--- config.mk ---
export PLATFORM = sky130hd
export DESIGN_NAME = shared_data_writer_flat
export DESIGN_NICKNAME = d
export VERILOG_FILES = /design/src/rtl/shared_data_writer_if.sv /design/src/rtl/shared_data_writer.sv /design/src/flat_wrapper.sv
export SDC_FILE = /design/constraint.sdc
export NUM_CORES = 1
export LEC_CHECK = 0
export ABC_AREA = 0
export BUFFER_PORTS_ARGS = -buffer_cell sky130_fd_sc_hd__buf_2
export CORE_ASPECT_RATIO = 1.1
export CORE_MARGIN = 8
export CORE_UTILIZATION = 40
export DETAILED_ROUTE_END_ITERATION = 12
export GPL_ROUTABILITY_DRIVEN = 1
export PLACE_DENSITY_LB_ADDON = 0.08
export SLEW_MARGIN = 20
export SYNTH_ARGS = -nofsm -noshare
export SYNTH_HDL_FRONTEND = slang
export SYNTH_SLANG_ARGS = --single-unit
export TNS_END_PERCENT = 10
--- constraint.sdc ---
create_clock -name clk -period 4.73 [get_ports clk]
set_input_delay 0.2365 -clock clk [delete_from_list [all_inputs] [get_ports clk]]
set_output_delay 0.2365 -clock clk [all_outputs]
set_load 0.01 [all_outputs]
--- src/rtl/shared_data_writer_if.sv ---
// AXI4-lite bus bundle. The master modport carries both read and write
// channels so a write-only master still presents a complete bus.
interface axi4_lite_if #(
   parameter int AW = 32,
   parameter int DW = 32
);
   logic            awvalid;
   logic            awready;
   logic [AW-1:0]   awaddr;
   logic [2:0]      awprot;
   logic            wvalid;
   logic            wready;
   logic [DW-1:0]   wdata;
   logic [DW/8-1:0] wstrb;
   logic            bvalid;
   logic            bready;
   logic [1:0]      bresp;
   logic            arvalid;
   logic            arready;
   logic [AW-1:0]   araddr;
   logic [2:0]      arprot;
   logic            rvalid;
   logic            rready;
   logic [DW-1:0]   rdata;
   logic [1:0]      rresp;

   modport m (
      output awvalid, awaddr, awprot, wvalid, wdata, wstrb, bready,
      output arvalid, araddr, arprot, rready,
      input  awready, wready, bvalid, bresp, arready, rvalid, rdata, rresp
   );

   modport s (
      input  awvalid, awaddr, awprot, wvalid, wdata, wstrb, bready,
      input  arvalid, araddr, arprot, rready,
      output awready, wready, bvalid, bresp, arready, rvalid, rdata, rresp
   );
endinterface

--- src/rtl/shared_data_writer.sv ---
// Packs a received byte stream little-endian into 32-bit words and writes
// each word to a shared memory region over AXI4-lite, one word at a time.
module shared_data_writer #(
   parameter logic [31:0] BASE_ADDR   = 32'h0,
   parameter int unsigned DEPTH_WORDS = 512
) (
   input  logic       clk,
   input  logic       aresetn,
   input  logic       db_valid,
   input  logic [7:0] db_data,
   input  logic       db_sof,
   input  logic       db_eof,
   output logic       db_ready,
   axi4_lite_if.m     m_axi,
   output logic       frame_done,
   output logic       err_overflow,
   output logic       err_resp,
   output logic       busy
);

   // index must be able to hold DEPTH_WORDS itself (the "region full" value)
   localparam int IW = $clog2(DEPTH_WORDS + 1);

   typedef enum logic [1:0] {IDLE, COLLECT, WRITE, RESP} state_t;

   state_t        state_q, state_d;
   logic [IW-1:0] idx_q, idx_d;
   logic [2:0]    lane_q, lane_d;      // lanes filled in the current word (0..4)
   logic [31:0]   data_q, data_d;
   logic          last_q, last_d;      // current word closes the frame
   logic          drop_q, drop_d;      // region full: discard until eof
   logic          awvalid_q, awvalid_d;
   logic          wvalid_q, wvalid_d;
   logic          bready_q, bready_d;
   logic          fdone_q, fdone_d;
   logic          eovf_q, eovf_d;
   logic          eresp_q, eresp_d;
   logic          ready_q, ready_d;

   logic accept, start, aw_pend, w_pend;
   logic unused_rd;

   assign accept  = db_valid && ready_q;
   assign start   = accept && db_sof && (state_q == IDLE || state_q == COLLECT);
   assign aw_pend = awvalid_q && !m_axi.awready;
   assign w_pend  = wvalid_q && !m_axi.wready;

   // Next-state and datapath: packing, write handshakes, response handling
   always_comb begin
      state_d   = state_q;
      idx_d     = idx_q;
      lane_d    = lane_q;
      data_d    = data_q;
      last_d    = last_q;
      drop_d    = drop_q;
      awvalid_d = awvalid_q;
      wvalid_d  = wvalid_q;
      bready_d  = bready_q;
      fdone_d   = 1'b0;
      eovf_d    = eovf_q;
      eresp_d   = eresp_q;
      if (start) begin
         // sof always (re)starts a frame; any partial word is thrown away
         idx_d   = '0;
         lane_d  = 3'd1;
         data_d  = {24'h0, db_data};
         eovf_d  = 1'b0;
         eresp_d = 1'b0;
         drop_d  = 1'b0;
         last_d  = db_eof;
         if (db_eof) begin
            state_d   = WRITE;
            awvalid_d = 1'b1;
            wvalid_d  = 1'b1;
         end else begin
            state_d = COLLECT;
         end
      end else begin
         case (state_q)
            IDLE: ;  // bytes without sof are dropped
            COLLECT: begin
               if (accept) begin
                  if (drop_q) begin
                     if (db_eof) begin
                        state_d = IDLE;
                        drop_d  = 1'b0;
                        fdone_d = 1'b1;
                     end
                  end else begin
                     data_d[{lane_q[1:0], 3'b000} +: 8] = db_data;
                     lane_d = lane_q + 3'd1;
                     if (lane_q == 3'd3 || db_eof) begin
                        last_d = db_eof;
                        if (idx_q == IW'(DEPTH_WORDS)) begin
                           // region full: suppress the write
                           eovf_d = 1'b1;
                           lane_d = '0;
                           data_d = '0;
                           if (db_eof) begin
                              state_d = IDLE;
                              fdone_d = 1'b1;
                           end else begin
                              drop_d = 1'b1;
                           end
                        end else begin
                           state_d   = WRITE;
                           awvalid_d = 1'b1;
                           wvalid_d  = 1'b1;
                        end
                     end
                  end
               end
            end
            WRITE: begin
               // each valid drops on its own handshake
               awvalid_d = aw_pend;
               wvalid_d  = w_pend;
               if (!aw_pend && !w_pend) begin
                  state_d  = RESP;
                  bready_d = 1'b1;
               end
            end
            RESP: begin
               if (m_axi.bvalid) begin
                  bready_d = 1'b0;
                  idx_d    = idx_q + IW'(1);
                  lane_d   = '0;
                  data_d   = '0;
                  if (m_axi.bresp != 2'b00) eresp_d = 1'b1;
                  if (last_q) begin
                     state_d = IDLE;
                     fdone_d = 1'b1;
                  end else begin
                     state_d = COLLECT;
                  end
               end
            end
            default: state_d = IDLE;
         endcase
      end
      ready_d = (state_d == IDLE) || (state_d == COLLECT);
   end

   // State register; reset drops every valid immediately
   always_ff @(posedge clk or negedge aresetn) begin
      if (!aresetn) begin
         state_q   <= IDLE;
         idx_q     <= '0;
         lane_q    <= '0;
         data_q    <= '0;
         last_q    <= 1'b0;
         drop_q    <= 1'b0;
         awvalid_q <= 1'b0;
         wvalid_q  <= 1'b0;
         bready_q  <= 1'b0;
         fdone_q   <= 1'b0;
         eovf_q    <= 1'b0;
         eresp_q   <= 1'b0;
         ready_q   <= 1'b0;
      end else begin
         state_q   <= state_d;
         idx_q     <= idx_d;
         lane_q    <= lane_d;
         data_q    <= data_d;
         last_q    <= last_d;
         drop_q    <= drop_d;
         awvalid_q <= awvalid_d;
         wvalid_q  <= wvalid_d;
         bready_q  <= bready_d;
         fdone_q   <= fdone_d;
         eovf_q    <= eovf_d;
         eresp_q   <= eresp_d;
         ready_q   <= ready_d;
      end
   end

   // Write strobe covers exactly the filled lanes
   always_comb begin
      case (lane_q)
         3'd1:    m_axi.wstrb = 4'b0001;
         3'd2:    m_axi.wstrb = 4'b0011;
         3'd3:    m_axi.wstrb = 4'b0111;
         default: m_axi.wstrb = 4'b1111;
      endcase
   end

   assign m_axi.awvalid = awvalid_q;
   assign m_axi.awaddr  = BASE_ADDR + (32'(idx_q) << 2);
   assign m_axi.awprot  = 3'b000;
   assign m_axi.wvalid  = wvalid_q;
   assign m_axi.wdata   = data_q;
   assign m_axi.bready  = bready_q;
   assign m_axi.arvalid = 1'b0;
   assign m_axi.araddr  = '0;
   assign m_axi.arprot  = 3'b000;
   assign m_axi.rready  = 1'b0;
   assign unused_rd     = ^{m_axi.arready, m_axi.rvalid, m_axi.rdata, m_axi.rresp};

   assign db_ready     = ready_q;
   assign frame_done   = fdone_q;
   assign err_overflow = eovf_q;
   assign err_resp     = eresp_q;
   assign busy         = (state_q != IDLE);

endmodule

--- src/flat_wrapper.sv ---
// flat-port wrapper written by rule: the top's interface ports become plain ports
module shared_data_writer_flat 
#(
   parameter logic [31:0] BASE_ADDR   = 32'h0,
   parameter int unsigned DEPTH_WORDS = 512
)
  (clk, aresetn, db_valid, db_data, db_sof, db_eof, db_ready, frame_done, err_overflow, err_resp, busy, m_axi_awvalid, m_axi_awaddr, m_axi_awprot, m_axi_wvalid, m_axi_wdata, m_axi_wstrb, m_axi_bready, m_axi_arvalid, m_axi_araddr, m_axi_arprot, m_axi_rready, m_axi_awready, m_axi_wready, m_axi_bvalid, m_axi_bresp, m_axi_arready, m_axi_rvalid, m_axi_rdata, m_axi_rresp);
  axi4_lite_if m_axi_i ();
  input  logic clk;
  input  logic aresetn;
  input  logic db_valid;
  input  logic [7:0] db_data;
  input  logic db_sof;
  input  logic db_eof;
  output logic db_ready;
  output logic frame_done;
  output logic err_overflow;
  output logic err_resp;
  output logic busy;
  output wire logic [$bits(m_axi_i.awvalid)-1:0] m_axi_awvalid;
  output wire logic [$bits(m_axi_i.awaddr)-1:0] m_axi_awaddr;
  output wire logic [$bits(m_axi_i.awprot)-1:0] m_axi_awprot;
  output wire logic [$bits(m_axi_i.wvalid)-1:0] m_axi_wvalid;
  output wire logic [$bits(m_axi_i.wdata)-1:0] m_axi_wdata;
  output wire logic [$bits(m_axi_i.wstrb)-1:0] m_axi_wstrb;
  output wire logic [$bits(m_axi_i.bready)-1:0] m_axi_bready;
  output wire logic [$bits(m_axi_i.arvalid)-1:0] m_axi_arvalid;
  output wire logic [$bits(m_axi_i.araddr)-1:0] m_axi_araddr;
  output wire logic [$bits(m_axi_i.arprot)-1:0] m_axi_arprot;
  output wire logic [$bits(m_axi_i.rready)-1:0] m_axi_rready;
  input wire logic [$bits(m_axi_i.awready)-1:0] m_axi_awready;
  input wire logic [$bits(m_axi_i.wready)-1:0] m_axi_wready;
  input wire logic [$bits(m_axi_i.bvalid)-1:0] m_axi_bvalid;
  input wire logic [$bits(m_axi_i.bresp)-1:0] m_axi_bresp;
  input wire logic [$bits(m_axi_i.arready)-1:0] m_axi_arready;
  input wire logic [$bits(m_axi_i.rvalid)-1:0] m_axi_rvalid;
  input wire logic [$bits(m_axi_i.rdata)-1:0] m_axi_rdata;
  input wire logic [$bits(m_axi_i.rresp)-1:0] m_axi_rresp;
  assign m_axi_awvalid = m_axi_i.awvalid;
  assign m_axi_awaddr = m_axi_i.awaddr;
  assign m_axi_awprot = m_axi_i.awprot;
  assign m_axi_wvalid = m_axi_i.wvalid;
  assign m_axi_wdata = m_axi_i.wdata;
  assign m_axi_wstrb = m_axi_i.wstrb;
  assign m_axi_bready = m_axi_i.bready;
  assign m_axi_arvalid = m_axi_i.arvalid;
  assign m_axi_araddr = m_axi_i.araddr;
  assign m_axi_arprot = m_axi_i.arprot;
  assign m_axi_rready = m_axi_i.rready;
  assign m_axi_i.awready = m_axi_awready;
  assign m_axi_i.wready = m_axi_wready;
  assign m_axi_i.bvalid = m_axi_bvalid;
  assign m_axi_i.bresp = m_axi_bresp;
  assign m_axi_i.arready = m_axi_arready;
  assign m_axi_i.rvalid = m_axi_rvalid;
  assign m_axi_i.rdata = m_axi_rdata;
  assign m_axi_i.rresp = m_axi_rresp;
  shared_data_writer #(.BASE_ADDR(BASE_ADDR), .DEPTH_WORDS(DEPTH_WORDS)) u_core (.clk(clk), .aresetn(aresetn), .db_valid(db_valid), .db_data(db_data), .db_sof(db_sof), .db_eof(db_eof), .db_ready(db_ready), .m_axi(m_axi_i), .frame_done(frame_done), .err_overflow(err_overflow), .err_resp(err_resp), .busy(busy));
endmodule
==> out/metrics.yaml, run 1 <==
status:
  status: "finished clean"
global_routing:
  antenna_found_initial: 0
  grt_pass1_wl_mm: 15.0
  grt_pass1_vias: 2876
  grt_usage: 0.151
  grt_overflow: 0
  grt_max_degree: 57
critical_path:
  endpoint_kind: "flop"
  r2r_end: "u_core.lane_q[2]"
  cp.arrival_ns: 3.21
  crit_family: "compound AO/OA/AOI/OAI gates"
  critPathSlowestCell: "a21o_1"
  critPathMaxStageDelay_ns: 0.81
  crit_start: "u_core.state_q[1]"
  worst-path-buf-inv: 1
  crit_end: "u_core.lane_q[2]"
  r2r_start: "u_core.state_q[1]"
  r2r_setup_slack_ns: 1.67
  r2r_cells: 6
  required_ns: 4.88
  crit_chain: "inv_1, ha_1, mux2_2, o21a_1, a21o_1, a311oi_1"
  crit_path_start_kind: "flop"
  worst-path-stages: 6
  worstSetupPathType: "reg -> reg"
  cp_max_fo: 26
timing:
  tns_ns: 0
  rsz0062_at_grt: "false"
  hold_viol: 0
  setup_ws_ns: 1.67
  worst_slew_pin_slew_ns: 0.911
  period_needed_ns: 3.06
  slew_headroom: 0.392
  clock_skew_ns: 0.0108
  drv_slew: 0
  period_share: 0.647
  setup_viol: 0
  fmax_mhz: 327
synth:
  yosysTopAreaCell: "dfrtp_1"
  syn_area_um2: 3580
  yosysWarnings: 0
  synth-edff-count: 0
  yosys_most_used_dff: "dfrtp_1"
  yosys.area.top_type_share: 0.392
  ys_async_sr_fraction: 1.00
  yosysUniqueCellTypes: 56
  avgSynthCellArea_um2: 9.51
  synthCells: 376
  ys_seq_elements: 56
  synth_area_leaders: "dfrtp_1 39%, buf_4 13%, o2111ai_1 5.6%"
  seq_area_frac_synth: 0.392
layout:
  num_antenna_cells: 0
  regArea_um2: 1400
  instances_no_fill: 549
  nets: 502
  drive_above_1_share: 0.223
  finalCoreUtilization: 0.442
  design_area_um2: 3880
  synthToLayoutAreaGrowth_pct: 8.64
  multiInputGateArea_um2: 1780
  nFillCells: 908
floorplanning:
  pin_count: 170
  core_um2: 8780
  die_area_um2: 12200
  row_count: 36
  start_util: 0.407
  die_h_um: 115
  die_x_um: 106
cts:
  insertion_delay_ns: 0.31
  cts_hold_buf: 0
  cts_max_level: 2
  cts_tree: "yes"
  cts_sinks: 56
  root_buffer: "clkbuf_8"
  cts_setup_buffers: 0
  clockBufferDepth: 2
  path_clk_slew_ns: 0.10
  cts_made_buffers: 5
  ctsResizeCount: 0
placement:
  dp_slack_ns: 1.71
  dp.cells: 542
  gp_congestion: 0.792
  dp_hpwl_mm: 7.00
  port_buffers: 70
  postPlaceCellArea_um2: 3760
drt:
  vias: 2878
  first_pass_iters: 4
  ant_nets: 0
  first_iter_violations: 143
  drcViolationCount: 0
  viasPerCell: 5.24
  route.final.wire_length_mm: 9.59
  routedWlPerCell_um: 17.5
power:
  vdd_ir_drop_max_mv: 0.184
  power_density_nw_per_um2: 511
  p_leak_uw: 0.00193
flow_run:
  max_cap_violations: 0
min_path:
  hp-class: "in -> async"
kinds of logic after synthesis:
logic type               Yosys count  synth area share
AO/OA/AOI/OAI                    102             0.226
buffers and inverters             99             0.176
AND/OR/NAND/NOR                   93             0.131
flip-flops                        56             0.392
adder cells (fa/ha/maj)           13            0.0455
XOR/XNOR                           9            0.0220
other                              2           0.00210
multiplexers                       2           0.00630
cells in the mapped netlist, drive strengths merged, types with 2 or more instances:
cell,number
nand3,34
and3,3
a22o,8
a21oi,30
o2111ai,23
xor2,4
o41ai,2
nand2b,4
a31oi,2
a211oi,4
mux2,2
a21boi,2
inv,16
nand2,17
a211o,2
o221a,2
clkbuf,10
dfrtp,56
nor2,19
nor3,4
o211a,3
a32oi,2
o21ai,3
ha,13
buf,72
o211ai,8
nand4,2
xnor2,5
conb,2
power breakdown:
group | switching [µW] | leakage, µW | total (µW) | internal [µW]
Combinational | 577 | 0.00113 | 909 | 332
Clock | 162 | 0.0000642 | 371 | 209
Sequential | 95.1 | 0.000734 | 705 | 609
area by class of cell:
type,instances,area share
clock buffers,5,0.0177
well taps,114,0.0367
clock inverters,2,0.0155
flip-flops and latches,56,0.361
repair buffers,73,0.0960
multi-input cells,282,0.457
inverters,17,0.0164
cell usage in the layout (no fill, tap or decap), types with 2 or more instances in the layout:
master	n
a32oi_1	2
nand3_1	34
o211a_1	3
bufinv_16	2
nand2_1	17
nand4_1	2
o2111ai_1	23
dfrtp_1	56
buf_4	3
and3_1	2
o21ai_0	3
o41ai_4	2
a21oi_1	30
ha_1	13
xnor2_1	5
a211o_1	2
a211oi_1	4
nand2b_1	4
a22o_1	2
mux2_2	2
clkbuf_8	5
inv_1	16
a22o_2	6
xor2_1	4
o211ai_1	8
buf_2	70
nor2_1	19
o221a_2	2
nor3_1	4
a31oi_1	2
a21boi_0	2
conb_1	63
worst min path at each step:
stage	slack [ns]	end	from	cells after the start
after floorplan	-0.06	u_core.db_ready	aresetn	0
after global placement	0.44	u_core.m_axi.wvalid	aresetn	2
after detailed placement	0.45	u_core.m_axi.wvalid	aresetn	2
after CTS	0.10	u_core.m_axi.wvalid	aresetn	2
after global routing	0.12	u_core.m_axi.awvalid	m_axi_awready	2
final	0.07	u_core.m_axi.wvalid	aresetn	2
layer usage:
layer	vias to the layer above	part of all wire	routed length (µm)	track usage
met1	1417	0.43	4140	0.187
met4	0	0.0093	89	0.0347
met3	9	0.063	600	0.0426
met5	-	0	0	0
met2	88	0.50	4760	0.254
li1	1364	-	-	-
per-stage QoR:
step	hold WS [ns]	power, µW
6_report	0.0711	1980
5_1_grt	0.119	2130
4_1_cts	0.104	2000
3_5_place_dp	0.448	1620
3_3_place_gp	0.438	1610
2_1_floorplan	-0.0591	1360
worst register-to-register path, cell delays in order (launching register included):
cell	delay [ns]
dfrtp_1	0.43
inv_1	0.14
ha_1	0.40
mux2_2	0.28
o21a_1	0.74
a21o_1	0.81
a311oi_1	0.11
flip-flops by register name (all words and copies together), names as in the netlist:
| signal | flops |
|---|---|
| u_core.lane_q | 3 |
| u_core.err_resp | 1 |
| u_core.err_overflow | 1 |
| u_core.m_axi.bready | 1 |
| u_core.db_ready | 1 |
| u_core.m_axi.wvalid | 1 |
| u_core.last_q | 1 |
| u_core.state_q | 2 |
| u_core.idx_q | 10 |
| u_core.m_axi.wdata | 32 |
| u_core.m_axi.awvalid | 1 |
| u_core.drop_q | 1 |
| u_core.frame_done | 1 |
No activity file was read; power rests on OpenSTA's default activity.
==> run 2: changes to the inputs <==
Clock period 4.73 ns to 3.2 ns, I/O delays scaled along.
==> run 2 against run 1 <==
Net effect:
- non-clock buffer count grew 6
- maximum frequency up 19%
- register-to-register slack got worse by 1.0 ns
- highest routed layer unchanged
- clock-buffer cell count unchanged
==> out/metrics.yaml, run 2 (synthesis gave the netlist of run 1 again) <==
status:
  status: "finished clean"  # unchanged
cts:
  cts_max_level: 2  # unchanged
  cts_sinks: 56  # unchanged
  path_clk_slew_ns: 0.11  # was 0.10 ns
  cts_tree: "yes"  # unchanged
  clockBufferDepth: 2  # unchanged
  cts_made_buffers: 5  # unchanged
  cts_setup_buffers: 0  # unchanged
  root_buffer: "clkbuf_8"  # unchanged
  insertion_delay_ns: 0.32  # was 0.31 ns
  ctsResizeCount: 0  # unchanged
layout:
  mostFrequentLayoutCells: "70 x buf_2, 63 x conb_1, 56 x dfrtp_1"  # unchanged
  nFillCells: 923  # was 908
  synthToLayoutAreaGrowth_pct: 8.92  # was 8.64%
  drive_above_1_share: 0.233  # was 0.223
  largest_reg_flops: 32  # unchanged
  finalCoreUtilization: 0.443  # was 0.442
  final_common_cell: "buf_2"  # unchanged
  num_antenna_cells: 0  # unchanged
  nets: 508  # was 502
placement:
  gp_congestion: 0.766  # was 0.792
  port_buffers: 70  # unchanged
  dp_hpwl_mm: 7.05  # was 7.00 mm
timing:
  clock_skew_ns: 0.0114  # was 0.0108 ns
  tns_ns: 0  # unchanged
  hold_viol: 0  # unchanged
  drv_slew: 0  # unchanged
  fmax_mhz: 389  # was 327 MHz
  period_needed_ns: 2.57  # was 3.06 ns
  period_share: 0.803  # was 0.647
  worst_slew_pin_slew_ns: 0.844  # was 0.911 ns
  slew_headroom: 0.435  # was 0.392
  setup_viol: 0  # unchanged
  rsz0062_at_grt: "false"  # unchanged
drt:
  ant_nets: 0  # unchanged
  first_iter_violations: 198  # was 143
  viasPerCell: 5.20  # was 5.24
  vias: 2891  # was 2878
  first_pass_iters: 5  # was 4
  routedWlPerCell_um: 17.2  # was 17.5 µm
  drcViolationCount: 0  # unchanged
  route.final.wire_length_mm: 9.59  # about the same
global_routing:
  grt_pass1_vias: 2833  # was 2876
  grt_pass1_wl_mm: 14.9  # was 15.0 mm
  grt_overflow: 0  # unchanged
  grt_usage: 0.149  # was 0.151
  grt_max_degree: 39  # was 57
  antenna_found_initial: 0  # unchanged
critical_path:
  critPathSlowestCell: "o2111a_1"  # was a21o_1
  cp.arrival_ns: 2.82  # was 3.21 ns
  required_ns: 3.45  # was 4.88 ns
  critPathMaxStageDelay_ns: 0.65  # was 0.81 ns
  endpoint_kind: "flop"  # unchanged
  cp_max_fo: 14  # was 26
  r2r_cells: 6  # unchanged
  worstSetupPathType: "reg -> reg"  # unchanged
  crit_path_start_kind: "flop"  # unchanged
  crit_chain: "inv_1, ha_1, o2111a_1, nand2_1, a211o_1, a21oi_1"  # was inv_1, ha_1, mux2_2, o21a_1, a21o_1, a311oi_1
floorplanning:
  die_x_um: 106  # unchanged
  start_util: 0.407  # unchanged
  die_area_um2: 12200  # unchanged
  core_um2: 8780  # unchanged
  row_count: 36  # unchanged
  pin_count: 170  # unchanged
  die_h_um: 115  # unchanged
power:
  power_density_nw_per_um2: 725  # was 511 nW/µm²
  p_leak_uw: 0.00195  # was 0.00193 µW
  vdd_ir_drop_max_mv: 0.287  # was 0.184 mV
  p_total_uw: 2820  # was 1980 µW
flow_run:
  max_cap_violations: 0  # unchanged
min_path:
  hp-class: "in -> reg"  # was in -> async
  min_path_cells: 2
run 2: cell types whose count changed in the layout (fill, tap and decap cells not counted), sizes merged:
cell and change:
buf +5, bufinv -2, clkinv +2, dlygate4sd3 +1, inv +1
run 2: through the flow:
| stage | std cells | worst slack (ns) | area, µm² | hold WS [ns] |
|---|---|---|---|---|
| 6_report | 556 | 0.629 | 3890 | 0.0495 |
| 5_1_grt | 556 | 0.384 | 3890 | 0.0391 |
| 4_1_cts | 556 | 0.621 | 3890 | 0.0362 |
| 3_5_place_dp | 547 | 0.656 | 3790 | 0.134 |
| 3_3_place_gp | 547 | 0.683 | 3790 | 0.135 |
| 2_1_floorplan | 437 | 1.02 | 3800 | -0.136 |
run 2: timing repair:
| item | CTS | global route |
|---|---|---|
| hold buffers | 1 | 0 |
| endpoints found under the setup margin | 0 | 0 |
| endpoints found under the hold margin | 18 | 0 |
run 2: cell type report:
class,instances,area (µm²),share of cell area
repair buffers,79,420,0.108
clock inverters,3,22.5,0.00578
flip-flops and latches,56,1400,0.360
inverters,17,63.8,0.0164
clock buffers,5,68.8,0.0177
multi-input cells,282,1780,0.456
well taps,114,143,0.0366
run 2: metal layers:
metal,wire length (µm),GRT usage,vias to the layer above
met5,0,0,-
met2,4770,0.246,74
met1,4260,0.193,1433
met3,534,0.0398,2
met4,26,0.0254,0
li1,-,-,1382
run 2: final timing paths:
path,start,end,slack [ns]
worst min register to register,u_core.err_resp,u_core.err_resp,0.51
worst max-delay path,u_core.state_q[1],u_core.m_axi.wdata[13],0.63
min in group asynchronous,aresetn,u_core.m_axi.wvalid,0.31
worst min-delay path,m_axi_wready,u_core.m_axi.wvalid,0.05
worst max register to register,u_core.state_q[1],u_core.m_axi.wdata[13],0.63
max in group asynchronous,aresetn,u_core.m_axi.wdata[21],2.02
run 2: critical path: cells and delay by family, from the launching register on:
family                   cells  cell delay, ns
AND/OR/NAND/NOR              1            0.36
adder cells (fa/ha/maj)      1            0.40
AO/OA/AOI/OAI                3            1.17
buffers and inverters        1            0.14
flip-flops                   1            0.44
run 2: power breakdown:
group          internal [µW]  switching (µW)
Clock                    158             254
Combinational            516             857
Sequential               900             137
Total                   1570            1250
